## config.mk

```make
export PLATFORM = sky130hd
export DESIGN_NAME = rf_write_arbiter
export DESIGN_NICKNAME = d
export VERILOG_FILES = /design/src/rtl/rf_write_arbiter.sv
export SDC_FILE = /design/constraint.sdc
export NUM_CORES = 1
export LEC_CHECK = 0
export ABC_AREA = 1
export BUFFER_PORTS_ARGS = -buffer_cell sky130_fd_sc_hd__buf_2
export CAP_MARGIN = 20
export CORE_MARGIN = 8
export CORE_UTILIZATION = 30
export CTS_CLUSTER_DIAMETER = 30
export DETAILED_ROUTE_END_ITERATION = 16
export MAX_ROUTING_LAYER = met4
export PLACE_DENSITY_LB_ADDON = 0.12
export SLEW_MARGIN = 20
export SYNTH_ARGS = -nofsm -noshare
export SYNTH_HDL_FRONTEND = slang
export SYNTH_SLANG_ARGS = --single-unit
```

## constraint.sdc

```tcl
create_clock -name clk -period 6.9 [get_ports clk]
set_clock_uncertainty 0.15 [all_clocks]
set_input_delay 1.38 -clock clk [delete_from_list [all_inputs] [get_ports clk]]
set_output_delay 1.38 -clock clk [all_outputs]
set_load 0.01 [all_outputs]
```

## src/rtl/rf_write_arbiter.sv

```systemverilog
// rf_write_arbiter: shares the register-file write port between the main pipeline
// writeback (port A, priority) and a FIFO-buffered long-latency unit (port B).
// A starvation counter forces a B grant, stalling A, once the B head has lost
// arbitration STARVE_LIMIT times. The output to the register file is registered.
// Optional feature macro: ARB_STATS_EN (adds saturating stall / drop counters).
module rf_write_arbiter #(
   parameter int unsigned XLEN         = 32,
   parameter int unsigned DEPTH        = 2,
   parameter int unsigned STARVE_LIMIT = 4
) (
   input  logic            clk,
   input  logic            reset,
   input  logic            a_valid,
   input  logic [4:0]      a_waddr,
   input  logic [XLEN-1:0] a_wdata,
   output logic            stall_a,
   input  logic            b_valid,
   output logic            b_ready,
   input  logic [4:0]      b_waddr,
   input  logic [XLEN-1:0] b_wdata,
   output logic            rf_we,
   output logic [4:0]      rf_waddr,
   output logic [XLEN-1:0] rf_wdata,
   output logic [31:0]     pend_mask
`ifdef ARB_STATS_EN
   ,
   output logic [15:0]     stat_stall_cnt,
   output logic [15:0]     stat_drop_cnt
`endif
);

   localparam int unsigned PtrW = (DEPTH > 1) ? $clog2(DEPTH) : 1;
   localparam int unsigned CntW = $clog2(DEPTH + 1);
   localparam int unsigned StW  = $clog2(STARVE_LIMIT + 1);

   logic [4:0]      fifo_waddr_q [DEPTH];
   logic [XLEN-1:0] fifo_wdata_q [DEPTH];
   logic [PtrW-1:0] rptr_q, rptr_d;
   logic [PtrW-1:0] wptr_q, wptr_d;
   logic [CntW-1:0] count_q, count_d;
   logic [StW-1:0]  starve_q, starve_d;
   logic            b_ready_q, b_ready_d;
   logic            rf_we_q, rf_we_d;
   logic [4:0]      rf_waddr_q, rf_waddr_d;
   logic [XLEN-1:0] rf_wdata_q, rf_wdata_d;

   logic            fifo_empty;
   logic            a_eff;
   logic            force_b;
   logic            push;
   logic            pop;
   logic            drop;
   logic [4:0]      head_waddr;
   logic [XLEN-1:0] head_wdata;

   // Request qualification and FIFO head view.
   always_comb begin
      fifo_empty = (count_q == '0);
      head_waddr = fifo_waddr_q[rptr_q];
      head_wdata = fifo_wdata_q[rptr_q];
      a_eff      = a_valid && (a_waddr != 5'd0);
      force_b    = !fifo_empty && (starve_q == StW'(STARVE_LIMIT));
      // x0 writes from B are accepted but never queued.
      push       = b_valid && b_ready_q && (b_waddr != 5'd0);
   end

   // Grant selection: forced B, then A, then B; A hitting the B head's register drops it.
   always_comb begin
      pop        = 1'b0;
      drop       = 1'b0;
      stall_a    = 1'b0;
      rf_we_d    = 1'b0;
      rf_waddr_d = rf_waddr_q;
      rf_wdata_d = rf_wdata_q;
      if (force_b) begin
         pop        = 1'b1;
         stall_a    = a_eff;
         rf_we_d    = 1'b1;
         rf_waddr_d = head_waddr;
         rf_wdata_d = head_wdata;
      end else if (a_eff) begin
         rf_we_d    = 1'b1;
         rf_waddr_d = a_waddr;
         rf_wdata_d = a_wdata;
         // A is younger, so an older queued write to the same register is dead.
         if (!fifo_empty && (head_waddr == a_waddr)) begin
            pop  = 1'b1;
            drop = 1'b1;
         end
      end else if (!fifo_empty) begin
         pop        = 1'b1;
         rf_we_d    = 1'b1;
         rf_waddr_d = head_waddr;
         rf_wdata_d = head_wdata;
      end
   end

   // FIFO pointers, occupancy, registered ready and starvation counter.
   always_comb begin
      wptr_d    = wptr_q + PtrW'(push);
      rptr_d    = rptr_q + PtrW'(pop);
      count_d   = count_q + CntW'(push) - CntW'(pop);
      b_ready_d = (count_d != CntW'(DEPTH));
      starve_d  = starve_q;
      if (pop || fifo_empty) begin
         starve_d = '0;
      end else if (starve_q != StW'(STARVE_LIMIT)) begin
         starve_d = starve_q + StW'(1);
      end
   end

   // Control and output-stage state with synchronous reset.
   always_ff @(posedge clk) begin
      if (reset) begin
         rptr_q     <= '0;
         wptr_q     <= '0;
         count_q    <= '0;
         starve_q   <= '0;
         b_ready_q  <= 1'b1;
         rf_we_q    <= 1'b0;
         rf_waddr_q <= '0;
         rf_wdata_q <= '0;
      end else begin
         rptr_q     <= rptr_d;
         wptr_q     <= wptr_d;
         count_q    <= count_d;
         starve_q   <= starve_d;
         b_ready_q  <= b_ready_d;
         rf_we_q    <= rf_we_d;
         rf_waddr_q <= rf_waddr_d;
         rf_wdata_q <= rf_wdata_d;
      end
   end

   // FIFO storage; validity is tracked by count/pointers so no reset is needed.
   always_ff @(posedge clk) begin
      if (push) begin
         fifo_waddr_q[wptr_q] <= b_waddr;
         fifo_wdata_q[wptr_q] <= b_wdata;
      end
   end

   // Pending-write mask over live FIFO entries plus the output stage.
   always_comb begin
      pend_mask = '0;
      for (int unsigned i = 0; i < DEPTH; i++) begin
         if (CntW'(i) < count_q) begin
            pend_mask[fifo_waddr_q[rptr_q + PtrW'(i)]] = 1'b1;
         end
      end
      if (rf_we_q) begin
         pend_mask[rf_waddr_q] = 1'b1;
      end
      pend_mask[0] = 1'b0;
   end

   assign b_ready  = b_ready_q;
   assign rf_we    = rf_we_q;
   assign rf_waddr = rf_waddr_q;
   assign rf_wdata = rf_wdata_q;

`ifdef ARB_STATS_EN
   logic [15:0] stall_cnt_q, stall_cnt_d;
   logic [15:0] drop_cnt_q, drop_cnt_d;

   // Saturating event counters.
   always_comb begin
      stall_cnt_d = stall_cnt_q;
      drop_cnt_d  = drop_cnt_q;
      if (stall_a && (stall_cnt_q != 16'hFFFF)) begin
         stall_cnt_d = stall_cnt_q + 16'd1;
      end
      if (drop && (drop_cnt_q != 16'hFFFF)) begin
         drop_cnt_d = drop_cnt_q + 16'd1;
      end
   end

   // Counter state with synchronous reset.
   always_ff @(posedge clk) begin
      if (reset) begin
         stall_cnt_q <= '0;
         drop_cnt_q  <= '0;
      end else begin
         stall_cnt_q <= stall_cnt_d;
         drop_cnt_q  <= drop_cnt_d;
      end
   end

   assign stat_stall_cnt = stall_cnt_q;
   assign stat_drop_cnt  = drop_cnt_q;
`endif

endmodule
```

Word level (Yosys, flattened, before mapping)
Memory sizes are Yosys's and may differ from the RTL's. A register that Yosys moved wholly into a read port is not among the register bits.
Index checks and enable logic that the tools add are counted.
{"block": "totals", "mem_bits_ro": 0, "ramBits": 74, "latchBits": 0, "ff_bits": 46, "word_cells": 71, "input_bits": 78, "out_inout_bits": 72, "memories": 2}
{"memory": "fifo_wdata_q", "words": 2, "word_bits": 32, "rd": 1, "rd_clocked_by_memory_dff": 1, "write_ports": 1, "line": "37", "rtl": "logic [XLEN-1:0] fifo_wdata_q [DEPTH];"}
{"memory": "fifo_waddr_q", "words": 2, "word_bits": 5, "rd": 2, "rd_clocked_by_memory_dff": 1, "write_ports": 1, "line": "36", "rtl": "logic [4:0] fifo_waddr_q [DEPTH];"}
{"block": "classes", "eq_ne": 5, "addsub": 6, "shift": 0, "mul": 0, "reduce_logical": 14, "n_bitwise": 2, "div_mod_pow": 0, "n_lt_le_gt_ge": 8, "muxes": 26}
{"operator": "2-to-1 mux 32 bit", "count": 6}
{"operator": "bitwise OR 32 bit", "count": 2}
{"operator": "< comparator 5 x 6 -> 1 bit, second input constant", "count": 3}
{"operator": "demux 1 bit (select 5 bit)", "count": 3}
{"operator": ">= comparator 5 x 1 -> 1 bit, second input constant", "count": 3}
{"operator": "2-to-1 mux 5 bit", "count": 3}
{"operator": "2-to-1 mux 1 bit", "count": 14}
{"operator": "nonzero test 5 bit", "count": 2}
{"operator": "logical AND 1 bit", "count": 8}
{"operator": "== test 5 bit", "count": 1}
{"operator": "< comparator 1 x 2 -> 1 bit, first input constant", "count": 2}
{"operator": "adder 3 x 1 -> 3 bit, second input constant", "count": 1}
{"operator": "== test 3 bit, second input constant", "count": 1}
{"operator": "inequality test 3 x 1 -> 1 bit, second input constant", "count": 1}
{"operator": "inequality test 3 bit, second input constant", "count": 1}
{"operator": "adder 1 bit", "count": 2}
{"operator": "adder 2 x 1 -> 2 bit", "count": 1}
{"operator": "logical NOT 2 bit", "count": 1}
{"operator": "inequality test 2 bit, second input constant", "count": 1}
{"operator": "OR reduction 2 bit", "count": 1}
{"operator": "subtractor 2 x 1 -> 2 bit", "count": 1}
{"operator": "adder 1 bit, second input constant", "count": 1}
{"operator": "logical NOT 1 bit", "count": 1}
{"operator": "logical OR 1 bit", "count": 1}

Depth between registers and ports, before layout
Gate-level depths: netlist of run 1.
An unclocked memory read counts as a cell.
{"block": "depth", "ltp_word": 10, "ltp_mapped": 18, "ltp_nobuf": 16}

Least setup slack after synthesis of run 1
No wires, ideal clock.
{"block": "synth_timing", "path_type": "in2out", "from": "input port a_waddr[2]", "to": "output port stall_a", "arrival_ps": 1891, "stages": 4, "setup_slack_ps": 3479, "path_cell_list": "inv_1 -> nand4_1 -> nand2_2 -> nor3_1"}
{"block": "synth_between", "elab_chain_len": 3}
{"item": "from (decl)", "line": "14", "rtl": "input logic [4:0] a_waddr,"}
{"item": "nonzero test 5 bit", "line": "61", "rtl": "a_eff = a_valid && (a_waddr != 5'd0);"}
{"item": "logical AND 1 bit", "line": "61"}
{"item": "2-to-1 mux 1 bit", "line": "75", "rtl": "if (force_b) begin"}
{"item": "to (decl)", "line": "16", "rtl": "output logic stall_a,"}
No other way between the ends.

Final worst setup path of run 1
{"block": "layout_timing", "from": "register rptr_q", "to": "output port pend_mask[9]"}
{"block": "layout_between", "elab_chain_len": 10, "word_cells_on_any_way": 11, "cone_classes": "add/sub (1); order compare (2); mux (4); bitwise (2); reduce/logical (1); memory (1)"}
{"item": "from (decl)", "line": "38", "rtl": "logic [PtrW-1:0] rptr_q, rptr_d;"}
{"item": "from (signal assigned)", "line": "124", "rtl": "rptr_q <= rptr_d;"}
{"item": "adder 1 bit (*)", "line": "148", "rtl": "pend_mask[fifo_waddr_q[rptr_q + PtrW'(i)]] = 1'b1;"}
{"item": "memory read (2 x 5 bit) (*)"}
{"item": "< comparator 5 x 6 -> 1 bit (implied by the code) / >= comparator 5 x 1 -> 1 bit (equally long branches)", "line": "148"}
{"item": "logical AND 1 bit (implied by the code)", "line": "148"}
{"item": "2-to-1 mux 1 bit (implied by the code)", "line": "148"}
{"item": "demux 1 bit (select 5 bit) (*)", "line": "148"}
{"item": "bitwise OR 32 bit (no line) (*)"}
{"item": "2-to-1 mux 32 bit (*)", "line": "147", "rtl": "if (CntW'(i) < count_q) begin"}
{"item": "bitwise OR 32 bit (no line)"}
{"item": "2-to-1 mux 32 bit (*)", "line": "151", "rtl": "if (rf_we_q) begin"}
{"item": "to (decl)", "line": "24", "rtl": "output logic [31:0] pend_mask"}
Mark *: on every way between the ends. The rest lies on a longest branch, timed or not.

==> impl_results.md, run 1 <==
- Post-synthesis instance area: between 0.005 and 0.006 sq mm
- Number of stages on the worst hold path: 2
- Final count of pins violating max slew: 0
- Post-synthesis area per instance: 9.49 sq um
- Initial core utilization: 0.304
- Met3 global-route usage: 0.0420
- Fraction of met1 tracks used by global routing: 0.160
- Cells traversed along the worst timing path: inv_2 > nand2_1 > nand2_1 > inv_1 > nand3_1 > o221ai_1 > buf_2
- Routed wire length: ~17000 microns
- Minimum clock period after layout: 4.42 ns
- Cell count after synthesis: between 500 and 600
- Stage delay of the slowest cell on the critical path: 0.76 ns
- Clock Pin Slew Worst Setup and Hold Paths: 0.06 ns
- Number of CTS-inserted buffers: 17
- Worst-Margin Slew: about 1.0 ns
- Warnings, synthesis: 0
- Final RePlAce weighted congestion: slightly below 0.9
- Cell area after layout: between 0.007 and 0.008 sq mm
- Required time reported for the critical path endpoint: roughly 5.4 ns
- Max-cap check violation count: 0
- Net count reported at finish: 820
- RSZ-0062 raised after global routing: no
- Die Outline Area: about 0.023 sq mm
- First-pass GRT wire length: between 20000 and 30000 microns
- Worst path setup slack after routing: roughly 2.5 ns
- Sequential share of power: 0.389
- Filler instances: between 1500 and 2000
- Number of hold violations in the final report: 0
- Net count after synthesis: between 600 and 700
- Hold-fix buffer count after cts: 0
- Kind of launch point of the worst setup path: flip-flop
- Routed len/inst: ~17 microns
- Worst setup path startpoint: rptr_q
- Largest net degree at the start of global routing: between 50 and 60
- Core Box Area: 0.0186 sq mm
- Number of global-route vias before repair: between 4000 and 5000
- Final setup violation count: 0
- Worst hold slack: between 0.3 and 0.4 ns
- Half-perimeter wire length of the detailed placement result: approximately 12000 microns
- GRT met2 Usage: 0.246
- TritonCTS clock tree: yes
- Post-cts sizing count: 0
- Power Density: 372 mW/mm^2
- Number of input and output port buffers inserted: about 150
- Latest clock arrival within the worst-skew pair: roughly 0.40 ns
- Clk pwr share: 0.330
- Share of power burned in combinational logic: 0.281
- Share of layout cells above drive strength 1: 0.296
- Deepest clock path buffer count: 2
- Chip width: 153 microns
- Slowest-stage cell, CP: sky130_fd_sc_hd__dfxtp_4
- Critical path type: flip-flop to output pin
- Synth Register Bits: 120
- Maximum fanout along the worst path: 55
- Number of vias in the routed layout: roughly 4800
- FMAX: approximately 0.23 GHz
- Busiest metal layer after global routing: met2
- HP Start: rf_wdata[27]
- # placed instances: 951
- Pint: approximately 1.7 mW
- Peak supply drop: 0.185 mV
- Area added between synthesis and finish: 26.0%
- Crit path DAT: 2.89 ns
- Top Ports: 150
- Root cell of the clock tree: sky130_fd_sc_hd__clkbuf_16
- Gr ovfl total: 0
- Net switching share of the total power: 0.346
- Worst hold-check path type: flip-flop to flip-flop
- Unique cell type count in the Yosys netlist: 29
- Number of cells traversed by the worst register-to-register path: 16
- Kind of end point of the critical path: output pin
- Final setup TNS: 0 ns
- Floorplan die height: roughly 150 microns
- DRT antenna net count: 0
- Power spent charging and discharging nets: ~0.92 mW
- Buffer count from post-CTS setup fixing: 0
- Detailed-routing iteration count for the pre-antenna-repair pass: 5
- Total clock sinks: 120
- Leakage power summed over all cells: ~3 nW
- Final core area utilization: 0.383
- Relative slew margins: 0.315
- Initial detailed-routing violation count: approximately 270
- Via density per instance: between 4 and 5
- Post-layout total power: ~2.6 mW
- Maximum level of the CTS H-tree: 4
- Result of the run: complete, no violations
- DRC Markers: 0
- Count of non-filler cells in the finished layout: a little under 1000
- Number of antenna violations at the first check in global routing: 2
- Sequential element share of the synthesized area: 0.556
- Worst r2r src: rptr_q
- GRT Total Usage: 0.146
- Cell type with the highest occurrence count on the critical path: sky130_fd_sc_hd__nand2_1
- Rows: 50
- Post-place instance area: between 0.006 and 0.007 sq mm
- Final period utilization: 0.641
- Worst-case setup slack after placement: ~2.4 ns
-- cells by family after synthesis --
logic type	count (synthesis)	share of synthesized area
simple gates	243	0.186
compound gates	150	0.176
buf+inv	73	0.0645
other cells	1	0.000664
fa+ha+maj	6	0.0133
flops	120	0.556
xor+xnor	2	0.00310
-- area by class of cell --
type                    count  area, sq um  share of cell area
diodes                      2         5.00            0.000703
clock buffers              24          492              0.0691
clock inverters             8         96.3              0.0135
inverters                  45          169              0.0237
multi-input cells         402         2160               0.303
flip-flops and latches    120         3150               0.442
well taps                 234          293              0.0412
repair buffers            150          756               0.106
-- metal layers --
| layer | up-vias | share of wire |
|---|---|---|
| li1 | 2395 | - |
| met1 | 2227 | 0.43 |
| met2 | 151 | 0.49 |
| met3 | 26 | 0.057 |
| met4 | 0 | 0.019 |
| met5 | - | 0 |
-- worst paths after layout --
| check | to | slack [ns] |
|---|---|---|
| max | pend_mask[9] | 2.48 |
| min | rf_wdata[27] | 0.32 |
| max reg2reg | b_ready | 3.63 |
| min reg2reg | rf_wdata[27] | 0.32 |
-- sequential cells by signal, summed over array words and instances, names as in the netlist --
signal,count
fifo_wdata_q,64
rf_wdata,32
fifo_waddr_q,10
rf_waddr,5
starve_q,3
count_q,2
b_ready,1
rf_we,1
rptr_q,1
wptr_q,1
-- critical path: cells and delay by family (launching register included) --
family / cells / cell delay [ns]
flip-flops: 1 / 0.76
buffers and inverters: 3 / 0.76
AND/OR/NAND/NOR: 3 / 0.64
AO/OA/AOI/OAI: 1 / 0.32
-- layout by cell type (no fill, tap or decap), drive strengths merged --
| cell | n |
|---|---|
| edfxtp | 74 |
| xor2 | 2 |
| o221ai | 31 |
| nor2 | 82 |
| nand3 | 60 |
| nand2 | 86 |
| o22ai | 5 |
| conb | 1 |
| diode | 2 |
| nand4 | 1 |
| clkinvlp | 1 |
| clkbuf | 24 |
| nor3 | 13 |
| nand3b | 1 |
| ha | 6 |
| inv | 45 |
| a21oi | 3 |
| bufinv | 2 |
| dfxtp | 46 |
| clkinv | 5 |
| buf | 150 |
| o21ai | 111 |
-- power groups by stage --
stage | Clock (mW) | Sequential [mW] | Combinational (mW)
final | 0.874 | 1.03 | 0.743
after global routing | 0.926 | 1.05 | 0.837
after CTS | 0.897 | 1.03 | 0.760
after detailed placement | 0 | 1.04 | 0.758
after global placement | 0 | 1.04 | 0.741
after floorplan | 0 | 1.03 | 0.505
-- Yosys cell counts, drive strengths merged --
| library cell | number | share of area |
|---|---|---|
| xor2 | 2 | 0.0031 |
| o21ai | 111 | 0.12 |
| nand3 | 60 | 0.053 |
| ha | 6 | 0.013 |
| nand3b | 1 | 0.0013 |
| conb | 1 | 0.00066 |
| edfxtp | 74 | 0.39 |
| o221ai | 31 | 0.048 |
| o22ai | 5 | 0.0055 |
| clkbuf | 8 | 0.0055 |
| nand4 | 1 | 0.0011 |
| inv | 45 | 0.030 |
| dfxtp | 46 | 0.16 |
| nor3 | 13 | 0.012 |
| buf | 20 | 0.029 |
| nor2 | 82 | 0.061 |
| nand2 | 86 | 0.058 |
| a21oi | 3 | 0.0027 |
Power figures use the tool's default switching activity.
==> run 2, diff against run 1 <==
==> constraint.sdc (replaced) <==
create_clock -name clk -period 4.1 [get_ports clk]
set_clock_uncertainty 0.15 [all_clocks]
set_input_delay 0.82 -clock clk [delete_from_list [all_inputs] [get_ports clk]]
set_output_delay 0.82 -clock clk [all_outputs]
set_load 0.01 [all_outputs]
==> impl_results.md, run 2 (synthesis results as in run 1) <==
- Share of power burned in combinational logic: 0.274 (was 0.281)
- Number of antenna violations at the first check in global routing: 1 (was 2)
- Post-cts sizing count: 0 (unchanged)
- Number of CTS-inserted buffers: 17 (unchanged)
- Maximum fanout along the worst path: 41 (was 55)
- Required time reported for the critical path endpoint: 3.13 ns (was 5.37 ns)
- Final RePlAce weighted congestion: 0.833 (was 0.885)
- Pint: 3.14 mW (was 1.73 mW)
- WHS Endpoint: rf_wdata[30] (was rf_wdata[27])
- Number of input and output port buffers inserted: 148 (unchanged)
- Net count reported at finish: 824 (was 820)
- Cell area after layout: 0.00724 sq mm (was 0.00711 sq mm)
- Crit path DAT: 2.72 ns (was 2.89 ns)
- Root cell of the clock tree: sky130_fd_sc_hd__clkbuf_16 (unchanged)
- Number of stages on the worst hold path: 2 (unchanged)
- Register bank with the most flops: fifo_wdata_q (unchanged)
- GRT Total Usage: 0.146 (about the same)
- Share of layout cells above drive strength 1: 0.301 (was 0.296)
- Area added between synthesis and finish: 28.2% (was 26.0%)
- Power Density: 648 mW/mm^2 (was 372 mW/mm^2)
- RSZ-0062 raised after global routing: no (unchanged)
- Largest net degree at the start of global routing: 42 (was 56)
- Final setup TNS: 0 ns (unchanged)
- Latest clock arrival within the worst-skew pair: 0.41 ns (was 0.40 ns)
- Result of the run: complete, no violations (unchanged)
- Relative slew margins: 0.320 (was 0.315)
- Initial core utilization: 0.304 (unchanged)
- Max reg flops: 64 (unchanged)
- Half-perimeter wire length of the detailed placement result: 11900 microns (was 11800 microns)
- Max-cap check violation count: 0 (unchanged)
- Net switching share of the total power: 0.332 (was 0.346)
- Die Outline Area: 0.0235 sq mm (unchanged)
- Filler instances: 1871 (was 1898)
- Number of vias in the routed layout: 4792 (was 4799)
- Slowest-stage cell, CP: sky130_fd_sc_hd__dfxtp_2 (was sky130_fd_sc_hd__dfxtp_4)
- Kind of end point of the critical path: output pin (unchanged)
- Area taken by multi-input logic gates: 0.00216 sq mm (unchanged)
- Cell type with the highest occurrence count on the critical path: sky130_fd_sc_hd__nand2_1 (unchanged)
- Highest-count cells in the layout ignoring fill and taps: sky130_fd_sc_hd__buf_2, sky130_fd_sc_hd__nand2_1, sky130_fd_sc_hd__nor2_1 (unchanged)
- Chip width: 153 microns (unchanged)
- Final period utilization: 0.899
- Endpoint of the worst-slack reg-to-reg timing path: b_ready (unchanged)
- Final core area utilization: 0.390 (was 0.383)
- DRT antenna net count: 0 (unchanged)
- Worst hold slack: 0.323 ns (about the same)
- Routed len/inst: 16.9 microns (was 17.0 microns)
- Stage delay of the slowest cell on the critical path: 0.84 ns (was 0.76 ns)
- Deepest clock path buffer count: 2 (unchanged)
- Kind of launch point of the worst setup path: flip-flop (unchanged)
- Top Ports: 150 (unchanged)
- Worst-Margin Slew: 1.02 ns (was 1.03 ns)
- TritonCTS clock tree: yes (unchanged)
- Total clock sinks: 120 (unchanged)
- Clock Pin Slew Worst Setup and Hold Paths: 0.05 ns (was 0.06 ns)
- Hold-fix buffer count after cts: 0 (unchanged)
- Sequential share of power: 0.365 (was 0.389)
- Number of cells traversed by the worst register-to-register path: 16 (unchanged)
- Critical path type: flip-flop to output pin (unchanged)
- Maximum level of the CTS H-tree: 4 (unchanged)
- Rows: 50 (unchanged)
- Buffer count from post-CTS setup fixing: 0 (unchanged)
- Detailed-routing iteration count for the pre-antenna-repair pass: 4 (was 5)
- Routed wire length: 16700 microns (about the same)
- Core Box Area: 0.0186 sq mm (unchanged)
- Gate family responsible for the most delay along the worst path: flip-flops (unchanged)
- FF/Latch Area: 0.00314 sq mm (was 0.00315 sq mm)
- R2R setup slack: 1.02 ns (was 3.63 ns)
- Clk pwr share: 0.361 (was 0.330)
- Floorplan die height: 153 microns (unchanged)
- Minimum clock period after layout: approximately 3.7 ns
- First-pass GRT wire length: 26300 microns (was 25800 microns)
- Gr ovfl total: 0 (unchanged)
- HP Start: rf_wdata[30] (was rf_wdata[27])
- Leakage power summed over all cells: 3.01 nW (was 2.95 nW)
- DRC Markers: 0 (unchanged)
- Final count of pins violating max slew: 0 (unchanged)
- Crit path buffers/inverters: 3 (unchanged)
- Number of hold violations in the final report: 0 (unchanged)
- Worst r2r src: rptr_q (unchanged)
- Most common library cell in the layout ignoring fill and taps: sky130_fd_sc_hd__buf_2 (unchanged)
- Power spent charging and discharging nets: 1.56 mW (was 0.916 mW)
- Worst hold-check path type: flip-flop to flip-flop (unchanged)
- Post-place instance area: 0.00656 sq mm (was 0.00652 sq mm)
- Initial detailed-routing violation count: 241 (was 272)
- Peak supply drop: 0.276 mV (was 0.185 mV)
- FMAX: 0.271 GHz
- Via density per instance: 4.85 (was 4.87)
- Number of global-route vias before repair: 4933 (was 4906)
- Final setup violation count: 0 (unchanged)
- Cells traversed along the worst timing path: inv_2 > nand2_1 > nand2_1 > inv_1 > nand3_1 > o221ai_1 > buf_2 (unchanged)
[run 2: cell count changes in the layout (fill, tap and decap cells not counted), sizes merged]
cell    previous run  this run
buf              150       154
bufinv             2         6
clkbuf            24        19
diode              2         1
inv               45        46
[run 2: area by class of cell]
cell class / instances / share of cell area
Antenna cell: 1 / 0.000346
Tap cell: 234 / 0.0404
Sequential cell: 120 / 0.434
Timing Repair Buffer: 154 / 0.110
Inverter: 45 / 0.0233
Clock buffer: 19 / 0.0626
Clock inverter: 13 / 0.0308
Multi-Input combinational cell: 402 / 0.298
[run 2: how the worst max path moves through the flow]
stage | depth (start not counted) | slack, ns | end | start
detailed placement | 7 | 0.82 | pend_mask[11] | rptr_q
CTS | 7 | 0.38 | pend_mask[11] | rptr_q
global placement | 7 | 0.96 | pend_mask[14] | rptr_q
floorplan | 14 | 1.55 | b_ready | a_waddr[2]
finish | 7 | 0.41 | pend_mask[29] | rptr_q
global route | 7 | 0.16 | pend_mask[29] | rptr_q
[run 2: per-layer routing]
metal,vias to the layer above,track usage,routed length (microns)
met5,-,-,0
li1,2403,-,-
met4,0,0.0467,168
met2,135,0.238,8010
met1,2239,0.173,7650
met3,15,0.0395,898
[run 2: through the flow]
step	setup WS (ns)	total power, mW	cells
after floorplan	1.55	2.58	595
after global placement	0.961	3.01	955
after detailed placement	0.821	3.05	955
after global routing	0.163	4.97	988
after CTS	0.385	4.75	987
final	0.415	4.69	988
[run 2: power by group through the flow]
| stage | registers (mW) | clock network [mW] | logic, mW |
|---|---|---|---|
| floorplan | 1.73 | 0 | 0.850 |
| global placement | 1.73 | 0 | 1.28 |
| detailed placement | 1.74 | 0 | 1.31 |
| CTS | 1.72 | 1.72 | 1.31 |
| global route | 1.75 | 1.77 | 1.44 |
| finish | 1.71 | 1.69 | 1.29 |
[run 2: worst reg2reg max path, cell delays in order, from the launching register on]
cell and delay [ns]:
sky130_fd_sc_hd__dfxtp_2 0.84, sky130_fd_sc_hd__nand2_1 0.21, sky130_fd_sc_hd__o21ai_4 0.17, sky130_fd_sc_hd__inv_1 0.15, sky130_fd_sc_hd__nand2_1 0.08, sky130_fd_sc_hd__nand2_1 0.05
sky130_fd_sc_hd__nand3_1 0.08, sky130_fd_sc_hd__nand2_1 0.09, sky130_fd_sc_hd__nand2_1 0.09, sky130_fd_sc_hd__inv_1 0.05, sky130_fd_sc_hd__ha_1 0.28, sky130_fd_sc_hd__inv_1 0.05
sky130_fd_sc_hd__ha_1 0.14, sky130_fd_sc_hd__xor2_1 0.18, sky130_fd_sc_hd__o21ai_0 0.10, sky130_fd_sc_hd__a21oi_1 0.20, sky130_fd_sc_hd__nand2_1 0.07
==> run 3, diff against run 2 <==
--- a/config.mk
+++ b/config.mk
@@ -10,6 +10,7 @@
 export CAP_MARGIN = 20
 export CORE_MARGIN = 8
 export CORE_UTILIZATION = 30
+export CTS_BUF_LIST = sky130_fd_sc_hd__clkbuf_2
 export CTS_CLUSTER_DIAMETER = 30
 export DETAILED_ROUTE_END_ITERATION = 16
 export MAX_ROUTING_LAYER = met4
==> impl_results.md, run 3 (synthesis results as in run 1) <==
- Leakage power summed over all cells: 2.86 nW (was 3.01 nW)
- Final count of pins violating max slew: 0 (unchanged)
- Required time reported for the critical path endpoint: 3.13 ns (about the same)
- Net switching share of the total power: 0.374 (was 0.332)
- Buffer count from post-CTS setup fixing: 0 (unchanged)
- Power spent charging and discharging nets: 1.48 mW (was 1.56 mW)
- Worst-Margin Slew: 1.05 ns (was 1.02 ns)
- Peak supply drop: 0.213 mV (was 0.276 mV)
- Initial detailed-routing violation count: 235 (was 241)
- Worst hold slack: 0.178 ns (was 0.323 ns)
- Maximum level of the CTS H-tree: 4 (unchanged)
- Rows: 50 (unchanged)
- Latest clock arrival within the worst-skew pair: 0.67 ns (was 0.41 ns)
- Final setup TNS: 0 ns (unchanged)
- Floorplan die height: 153 microns (unchanged)
- Core Box Area: 0.0186 sq mm (unchanged)
- RSZ-0062 raised after global routing: no (unchanged)
- Max reg flops: 64 (unchanged)
- Count of non-filler cells in the finished layout: 988 (unchanged)
- FMAX: 0.275 GHz (was 0.271 GHz)
- R2R setup slack: 1.28 ns (was 1.02 ns)
- Number of stages on the worst hold path: 1 (was 2)
- # placed instances: 955 (unchanged)
- DRC Markers: 0 (unchanged)
- Clock Pin Slew Worst Setup and Hold Paths: 0.18 ns (was 0.05 ns)
- GRT Total Usage: 0.145 (was 0.146)
- Maximum fanout along the worst path: 41 (unchanged)
- Worst hold-check path type: input pin to flip-flop (was flip-flop to flip-flop)
- Highest-count cells in the layout ignoring fill and taps: sky130_fd_sc_hd__buf_2, sky130_fd_sc_hd__nand2_1, sky130_fd_sc_hd__nor2_1 (unchanged)
- DRT antenna net count: 0 (unchanged)
- Half-perimeter wire length of the detailed placement result: 11900 microns (unchanged)
- Total clock sinks: 120 (unchanged)
- Number of global-route vias before repair: 4868 (was 4933)
- Number of vias in the routed layout: 4798 (was 4792)
- Top Ports: 150 (unchanged)
- Crit path DAT: 2.67 ns (was 2.72 ns)
- Net count reported at finish: 824 (unchanged)
- Detailed-routing iteration count for the pre-antenna-repair pass: 4 (unchanged)
- Kind of end point of the critical path: output pin (unchanged)
- HP Start: b_wdata[12] (was rf_wdata[30])
- First-pass GRT wire length: 26000 microns (was 26300 microns)
- Sequential share of power: 0.432 (was 0.365)
- Final setup violation count: 0 (unchanged)
- Register bank with the most flops: fifo_wdata_q (unchanged)
- Power Density: 575 mW/mm^2 (was 648 mW/mm^2)
- Endpoint of the worst-slack reg-to-reg timing path: b_ready (unchanged)
- Number of cells traversed by the worst register-to-register path: 16 (unchanged)
- Die Outline Area: 0.0235 sq mm (unchanged)
- Clk pwr share: 0.243 (was 0.361)
- Final RePlAce weighted congestion: 0.833 (unchanged)
- Number of hold violations in the final report: 0 (unchanged)
- Result of the run: complete, no violations (unchanged)
- Pint: 2.48 mW (was 3.14 mW)
- Deepest clock path buffer count: 2 (unchanged)
- Root cell of the clock tree: sky130_fd_sc_hd__clkbuf_2 (was sky130_fd_sc_hd__clkbuf_16)
- Relative slew margins: 0.293 (was 0.320)
- Cell area after layout: 0.00688 sq mm (was 0.00724 sq mm)
- Share of layout cells above drive strength 1: 0.299 (was 0.301)
- Via density per instance: 4.86 (was 4.85)
- Post-layout total power: 3.96 mW (was 4.69 mW)
- Gr ovfl total: 0 (unchanged)
- Critical path type: flip-flop to output pin (unchanged)
- Largest net degree at the start of global routing: 42 (unchanged)
- Minimum clock period after layout: 3.64 ns (was 3.69 ns)
- Number of input and output port buffers inserted: 148 (unchanged)
- Number of antenna violations at the first check in global routing: 1 (unchanged)
- Final period utilization: 0.888 (was 0.899)
- TritonCTS clock tree: yes (unchanged)
- Routed len/inst: 16.9 microns (about the same)
- Max-cap check violation count: 0 (unchanged)
- Initial core utilization: 0.304 (unchanged)
- Worst r2r src: rptr_q (unchanged)
- Number of CTS-inserted buffers: 17 (unchanged)
- Post-place instance area: 0.00656 sq mm (unchanged)
- Area added between synthesis and finish: 21.8% (was 28.2%)
- Kind of launch point of the worst setup path: flip-flop (unchanged)
- WHS Endpoint: fifo_wdata_q[0][12] (was rf_wdata[30])
- Share of power burned in combinational logic: 0.325 (was 0.274)
- Routed wire length: 16700 microns (about the same)
- Most common library cell in the layout ignoring fill and taps: sky130_fd_sc_hd__buf_2 (unchanged)
- Chip width: 153 microns (unchanged)
-- run 3: cell types whose count changed in the layout (fill, tap and decap cells not counted), sizes merged --
cell / change
clkinv: +2
clkbuf: -2
-- run 3: critical path, cell delays in order (launching register included) --
cell and delay [ns]:
sky130_fd_sc_hd__dfxtp_4 0.65, sky130_fd_sc_hd__inv_2 0.21, sky130_fd_sc_hd__nand2_1 0.13, sky130_fd_sc_hd__nand2_1 0.09
sky130_fd_sc_hd__inv_1 0.09, sky130_fd_sc_hd__nand3_1 0.33, sky130_fd_sc_hd__o221ai_1 0.33, sky130_fd_sc_hd__buf_2 0.18
-- run 3: power groups by stage --
stage	registers [mW]	clock network, mW	logic [mW]
after detailed placement	1.74	0	1.31
after global routing	1.75	1.04	1.44
after floorplan	1.73	0	0.850
after CTS	1.71	0.999	1.31
after global placement	1.73	0	1.28
final	1.71	0.963	1.29
-- run 3: layer usage --
layer,GRT usage,vias up,wire length [microns]
li1,-,2402,-
met1,0.171,2249,7640
met2,0.235,138,8000
met3,0.0429,9,947
met4,0.0424,0,124
met5,-,-,0
-- run 3: layout make-up --
type,count,area [sq um]
clock inverter,15,230
antenna,1,2.50
inverter,45,169
tap,234,293
fill,1904,11700
timing repair buffer,154,798
clock buffer,17,85.1
multi-input combinational,402,2160
sequential,120,3150
-- run 3: worst max path at each step --
stage / startpoint / end / slack, ns / depth (start not counted)
after floorplan: a_waddr[2] / b_ready / 1.55 / 14
after global placement: rptr_q / pend_mask[14] / 0.96 / 7
after detailed placement: rptr_q / pend_mask[11] / 0.82 / 7
after CTS: rptr_q / pend_mask[11] / 0.02 / 7
after global routing: rptr_q / pend_mask[29] / 0.14 / 7
final: rptr_q / pend_mask[29] / 0.46 / 7
-- run 3: what timing repair did --
action	4_1_cts	5_1_grt
resized for setup	0	1
hold buffers	0	0
setup endpoints to repair	0	29
-- run 3: metrics by stage --
step           utilization  worst slack (ns)
2_1_floorplan            -              1.55
3_3_place_gp         0.353             0.961
3_5_place_dp         0.353             0.821
4_1_cts              0.370            0.0160
5_1_grt              0.370             0.143
6_report             0.370             0.458
